### config.mk
export PLATFORM = sky130hd
export DESIGN_NAME = ram_port_arbiter
export DESIGN_NICKNAME = d
export VERILOG_FILES = /design/src/rtl/ram_pkg.sv /design/src/rtl/ram16x4.sv /design/src/rtl/ram_port_arbiter.sv
export SDC_FILE = /design/constraint.sdc
export NUM_CORES = 1
export LEC_CHECK = 0
export CELL_PAD_IN_SITES_DETAIL_PLACEMENT = 1
export CELL_PAD_IN_SITES_GLOBAL_PLACEMENT = 1
export CORE_MARGIN = 1.5
export CORE_UTILIZATION = 25
export CTS_BUF_LIST = sky130_fd_sc_hd__clkbuf_8
export DETAILED_ROUTE_END_ITERATION = 16
export GPL_TIMING_DRIVEN = 0
export PLACE_DENSITY = 0.44
export SLEW_MARGIN = 20
export SYNTH_ARGS = -nofsm -noshare
export SYNTH_HDL_FRONTEND = slang
export SYNTH_HIERARCHICAL = 1
export SYNTH_SLANG_ARGS = --single-unit
export TNS_END_PERCENT = 5
### constraint.sdc
create_clock -name clk -period 2.6 [get_ports clk]
set_input_delay 0.39 -clock clk [delete_from_list [all_inputs] [get_ports clk]]
set_output_delay 0.39 -clock clk [all_outputs]
set_load 0.01 [all_outputs]
### src/rtl/ram_pkg.sv
// ============================================================================
// Module      : ram_pkg
// Description : Shared declarations for the two-port RAM arbiter: FSM state
//               encoding, requester count and default RAM geometry.
// Revision    : 1.0 - initial release
// ============================================================================
`default_nettype none

package ram_pkg;

    // CLEAR is only ever entered when the power-on clear sweep is compiled in
    typedef enum logic [0:0] {
        CLEAR = 1'b0,
        RUN   = 1'b1
    } state_e;

    localparam int NREQ               = 2;
    localparam int DEFAULT_DATA_WIDTH = 4;
    localparam int DEFAULT_DEPTH      = 16;

endpackage : ram_pkg

`default_nettype wire

### src/rtl/ram16x4.sv
// ============================================================================
// Module      : ram16x4
// Description : Single-port RAM, synchronous write, registered read.
//               The read register samples memory before the same-edge write
//               lands (old-data read).
// Ports       : clk          - clock, rising edge
//               write_enable - write data_in to addr on the rising edge
//               addr         - word address
//               data_in      - write data
//               data_out     - registered read data (memory[addr] of the
//                              previous cycle)
// Revision    : 1.0 - initial release
// ============================================================================
`default_nettype none

module ram16x4 #(
    parameter int DATA_WIDTH = 4,
    parameter int DEPTH      = 16,
    parameter int AW         = $clog2(DEPTH)
) (
    input  logic                  clk,
    input  logic                  write_enable,
    input  logic [AW-1:0]         addr,
    input  logic [DATA_WIDTH-1:0] data_in,
    output logic [DATA_WIDTH-1:0] data_out
);

    // Storage array and read register; deliberately not reset
    logic [DATA_WIDTH-1:0] mem_q [DEPTH];
    logic [DATA_WIDTH-1:0] data_out_q;

    always_ff @(posedge clk) begin
        if (write_enable) begin
            mem_q[addr] <= data_in;
        end
        data_out_q <= mem_q[addr];
    end

    assign data_out = data_out_q;

endmodule : ram16x4

`default_nettype wire

### src/rtl/ram_port_arbiter.sv
// ============================================================================
// Module      : ram_port_arbiter
// Description : Two-requester round-robin arbiter in front of a single-port
//               RAM. One access is granted per cycle; reads return data one
//               cycle after the grant with a one-cycle rvalid pulse.
// Config      : RAM_ARB_CLEAR_EN - when defined, a post-reset sweep writes 0
//               to every RAM word (busy=1, no grants) before entering RUN.
// Ports       : clk            - clock, rising edge
//               rst_n          - asynchronous active-low reset
//               req[1:0]       - per-requester access request
//               we[1:0]        - per-requester write strobe (1=write)
//               addr0, addr1   - per-requester address
//               wdata0, wdata1 - per-requester write data
//               gnt[1:0]       - combinational grant, one-hot or zero
//               rvalid[1:0]    - read data valid for requester
//               rdata          - shared read data bus
//               busy           - arbiter not accepting requests
// Revision    : 1.0 - initial release
// ============================================================================
`default_nettype none

module ram_port_arbiter
    import ram_pkg::*;
#(
    parameter int DATA_WIDTH = DEFAULT_DATA_WIDTH,
    parameter int DEPTH      = DEFAULT_DEPTH,
    parameter int AW         = $clog2(DEPTH)
) (
    input  logic                  clk,
    input  logic                  rst_n,
    input  logic [NREQ-1:0]       req,
    input  logic [NREQ-1:0]       we,
    input  logic [AW-1:0]         addr0,
    input  logic [AW-1:0]         addr1,
    input  logic [DATA_WIDTH-1:0] wdata0,
    input  logic [DATA_WIDTH-1:0] wdata1,
    output logic [NREQ-1:0]       gnt,
    output logic [NREQ-1:0]       rvalid,
    output logic [DATA_WIDTH-1:0] rdata,
    output logic                  busy
);

`ifdef RAM_ARB_CLEAR_EN
    localparam state_e RESET_STATE = CLEAR;
`else
    localparam state_e RESET_STATE = RUN;
`endif

    state_e                state_q, state_d;
    logic                  rr_q, rr_d;
    logic [NREQ-1:0]       rvalid_q, rvalid_d;
`ifdef RAM_ARB_CLEAR_EN
    logic [AW-1:0]         clr_cnt_q, clr_cnt_d;
`endif

    logic                  w_run;
    logic                  w_clearing;
    logic [NREQ-1:0]       w_gnt;
    logic                  w_ram_we;
    logic [AW-1:0]         w_ram_addr;
    logic [DATA_WIDTH-1:0] w_ram_wdata;
    logic [DATA_WIDTH-1:0] w_ram_rdata;

    // Gating with rst_n keeps gnt at zero while reset is held, even in
    // builds where the reset state is already RUN.
    assign w_run = rst_n && (state_q == RUN);

`ifdef RAM_ARB_CLEAR_EN
    assign w_clearing = rst_n && (state_q == CLEAR);
`else
    assign w_clearing = 1'b0;
`endif

    // ------------------------------------------------------------------
    // Grant: single requester wins outright; on contention rr picks.
    // ------------------------------------------------------------------
    always_comb begin
        w_gnt = '0;
        if (w_run) begin
            unique case (req)
                2'b01:   w_gnt = 2'b01;
                2'b10:   w_gnt = 2'b10;
                2'b11:   w_gnt = rr_q ? 2'b10 : 2'b01;
                default: w_gnt = 2'b00;
            endcase
        end
    end

    assign gnt = w_gnt;

    // ------------------------------------------------------------------
    // Next-state logic
    // ------------------------------------------------------------------
    always_comb begin
        state_d  = state_q;
        rr_d     = rr_q;
        rvalid_d = w_gnt & ~we;

        // rr only moves when it actually decided a contested grant
        if (w_run && (req == 2'b11)) begin
            rr_d = ~rr_q;
        end

`ifdef RAM_ARB_CLEAR_EN
        clr_cnt_d = clr_cnt_q;
        if (state_q == CLEAR) begin
            clr_cnt_d = clr_cnt_q + 1'b1;
            if (clr_cnt_q == AW'(DEPTH - 1)) begin
                state_d = RUN;
            end
        end
`else
        state_d = RUN;
`endif
    end

    always_ff @(posedge clk or negedge rst_n) begin
        if (!rst_n) begin
            state_q   <= RESET_STATE;
            rr_q      <= 1'b0;
            rvalid_q  <= '0;
`ifdef RAM_ARB_CLEAR_EN
            clr_cnt_q <= '0;
`endif
        end else begin
            state_q   <= state_d;
            rr_q      <= rr_d;
            rvalid_q  <= rvalid_d;
`ifdef RAM_ARB_CLEAR_EN
            clr_cnt_q <= clr_cnt_d;
`endif
        end
    end

    // ------------------------------------------------------------------
    // RAM port mux: clear sweep has priority, else the granted requester.
    // ------------------------------------------------------------------
    always_comb begin
        w_ram_addr  = addr0;
        w_ram_wdata = wdata0;
        if (w_clearing) begin
`ifdef RAM_ARB_CLEAR_EN
            w_ram_addr = clr_cnt_q;
`endif
            w_ram_wdata = '0;
        end else if (w_gnt[1]) begin
            w_ram_addr  = addr1;
            w_ram_wdata = wdata1;
        end
    end

    assign w_ram_we = w_clearing || (|(w_gnt & we));

    ram16x4 #(
        .DATA_WIDTH (DATA_WIDTH),
        .DEPTH      (DEPTH),
        .AW         (AW)
    ) u_ram (
        .clk          (clk),
        .write_enable (w_ram_we),
        .addr         (w_ram_addr),
        .data_in      (w_ram_wdata),
        .data_out     (w_ram_rdata)
    );

    // The RAM read register has no reset, so rdata is forced to zero
    // whenever no read is being returned (including throughout reset).
    assign rvalid = rvalid_q;
    assign rdata  = (|rvalid_q) ? w_ram_rdata : '0;
    assign busy   = (state_q != RUN);

endmodule : ram_port_arbiter

`default_nettype wire

==> run_results.csv <==
group,metric,value,unit
outcome,status,"finished with violations",
outcome,violations,"design-rule violations, negative setup slack",
finish,nets,230,
synth,netlist.area_leader.share,64.7,%
synth,ys_ff_latch,71,
global_routing,grt-ovfl-total,0,
finish,multiInputGateArea,860,sq um
setup_path,path_class,"primary input to flip-flop",
cts,cts.sinks,71,
cts,cts_buffer_depth,2,
cts,cts_buffers,9,
global_routing,grtUsageTotal,11.6,%
timing,rsz0062_at_grt,"true",
finish,drive_above_1_share,27.7,%
floorplanning,start_util,25.8,%
cts,clk_latency,0.35,ns
job,maxCapViolations,0,
floorplanning,io_pins,31,
synth,synth_commonest_cells,"edfxtp_1, nor2_1, mux4_2, nand3_1, nand2_1",
timing,setup_viol,5,
synth,synth_largest_area_cell,"edfxtp_1",
setup_path,startpoint_type,"primary input",
detailed_routing,vias_per_cell,4.46,
detailed_routing,vias,1589,
global_routing,antenna_found_initial,0,
timing,setup_ws,-0.0184,ns
synth,syn_nets,186,
cts,cts_tree,"built",
hold_path,holdPathStages,1,
floorplanning,num_rows,39,
detailed_routing,first_iter_violations,70,
timing,fmax,382,MHz
cts,clk_pin_slew,0.07,ns
cts,ctsHtreeMaxLevel,3,
setup_path,max_stage_delay,0.51,ns
finish,regArea,2080,sq um
floorplanning,die_w,112,um
synth,syn_area,2970,sq um
timing,timing.final.crit_period,2.62,ns
timing,hold_viol,0,
synth,synth.area.top_cells,"edfxtp_1, mux4_2, mux4_1",
synth,synth.most_common_cell,"edfxtp_1",
detailed_routing,dr.pass1.iters,10,
detailed_routing,wl,6710,um
setup_path,path_cells,"clkdlybuf4s50_1 -> nand2_1 -> a21oi_2 -> buf_6 -> mux2_4 -> clkbuf_2 -> nand2b_1 -> nor2_1",
hold_path,hold_class,"flip-flop to flip-flop",
finish,antenna_cells,0,
finish,fin_util,32.4,%
placement,place_inst,336,
power_and_ir_drop,p_per_area,699,nW/um^2
synth,synth-edff-count,64,
floorplanning,core_area,11500,sq um
timing,fin_crit_sh,101,%
global_routing,grt_pass1_wl,10400,um
timing,finalSetupTns,-0.0624,ns
power_and_ir_drop,power.static_leakage,1.23,nW
floorplanning,fp.dieH,112,um
synth,yosysWarningCount,6,
finish,fin_area,3730,sq um
setup_path,crit_arrival,2.61,ns
synth,synth_cell_types,28,
placement,port_buffers,29,
setup_path,slowest_stage,"clkdlybuf4s50_1",
setup_path,regToRegSetupSlack,0.15,ns
detailed_routing,route.detailed.drc,10,
synth,syn_area_per_cell,18.1,sq um
timing,slew_violations,0,
setup_path,cp.required,2.59,ns
timing,skew,0.00821,ns
placement,gp_congestion,0.730,
placement,dp_hpwl,4650,um
finish,fill_cells,1193,
global_routing,grt_pass1_vias,1720,
synth,ys_async_sr_fraction,4.23,%
detailed_routing,wl_per_cell,18.9,um
synth,ys_seq_area_share,69.9,%
cts,root_buffer,"clkbuf_8",
setup_path,critical_path.max_fanout,10,
detailed_routing,drtAntennaViolNets,0,
finish,finalNonFillerCells,356,
setup_path,rr_worst_depth,7,
global_routing,grt_max_degree,17,
synth,ys.flop_type,"edfxtp_1",
placement,placed_cell_area,3440,sq um
floorplanning,dieArea,12500,sq um
synth,synthCells,164,
finish,area_delta_synth_final,25.7,%
power_and_ir_drop,ir_drop,0.000327,V
setup_path,critPathCaptureType,"flip-flop",
==> state kept, by name (all words and copies together) (netlist names) <==
signal / count
rvalid: 2
u_ram/mem_q: 64
rr_q: 1
u_ram/data_out: 4
==> where the power goes <==
group | switching, mW | leakage [nW] | internal, mW | total, mW
Sequential | 0.0157 | 0.649 | 1.30 | 1.31
Combinational | 0.185 | 0.476 | 0.171 | 0.356
Clock | 0.407 | 0.108 | 0.533 | 0.940
Total | 0.608 | 1.23 | 2.00 | 2.61
==> layout by cell type, fill, tap and decap left out, drive strengths merged, types with 3 or more instances in the layout <==
cell type,count
clkbuf,10
clkdlybuf4s50,28
nand2,9
dfrtp,3
nand3,10
edfxtp,64
dfxtp,4
mux4,16
a22oi,4
buf,10
clkinv,3
nor3,4
nor2b,8
nor2,14
mux2,8
==> cell type report <==
class                   count  share of cell area [%]
flip-flops and latches     71                    55.6
multi-input cells          83                    23.0
repair buffers             33                    8.68
well taps                 143                    4.79
clock buffers               9                    3.32
clock inverters             7                    2.38
plain buffers               9                    2.08
inverters                   1                   0.101
==> repair_timing <==
item / 4_1_cts / 5_1_grt
resized for setup: 12 / 3
hold buffers: 2 / 0
setup buffers: 2 / 0
setup endpoints to repair: 68 / 48
pin swaps: 1 / 0
hold endpoints to repair: 2 / 0
==> per-stage QoR <==
step	total power [mW]	worst slack [ns]	hold slack, ns
6_report	2.61	-0.0184	0.534
5_1_grt	2.72	-0.151	0.558
4_1_cts	2.65	-0.0296	0.539
3_5_place_dp	1.69	-0.792	0.529
3_3_place_gp	1.68	-0.645	0.507
2_1_floorplan	1.55	0.334	0.0944
==> per-layer routing <==
metal	global-route usage, %	vias to the layer above	part of all wire [%]
met1	14.4	817	43
met4	4.56	0	1.4
met5	0	-	0
met2	19.3	33	51
li1	-	731	-
met3	3.54	8	4.4
==> critical path, delay by kind of cell <==
kind | cells | cell delay, ns
simple gates | 3 | 0.75
buf+inv | 3 | 0.96
compound gates | 1 | 0.16
mux | 1 | 0.35
==> cell families (layout without fill, tap and decap cells) <==
kind of cell,count (synthesis),in the layout,synth area share [%]
xor gates and xnor gates,1,1,0.295
buffers and inverters,10,59,2.70
AOI/OAI and AO/OA,6,6,1.77
and+or+nand+nor,51,51,8.38
muxes,24,24,16.8
other,1,1,0.126
DFF,71,71,69.9
==> worst paths after layout <==
check | startpoint | endpoint
max in group asynchronous | rst_n | rr_q
min in group asynchronous | rst_n | rvalid[0]
worst max register to register | rr_q | u_ram/mem_q[9][1]
worst min register to register | rr_q | rr_q
worst min-delay path | rr_q | rr_q
worst max-delay path | req[1] | u_ram/mem_q[9][1]
No activity file was read; power rests on OpenSTA's default activity.
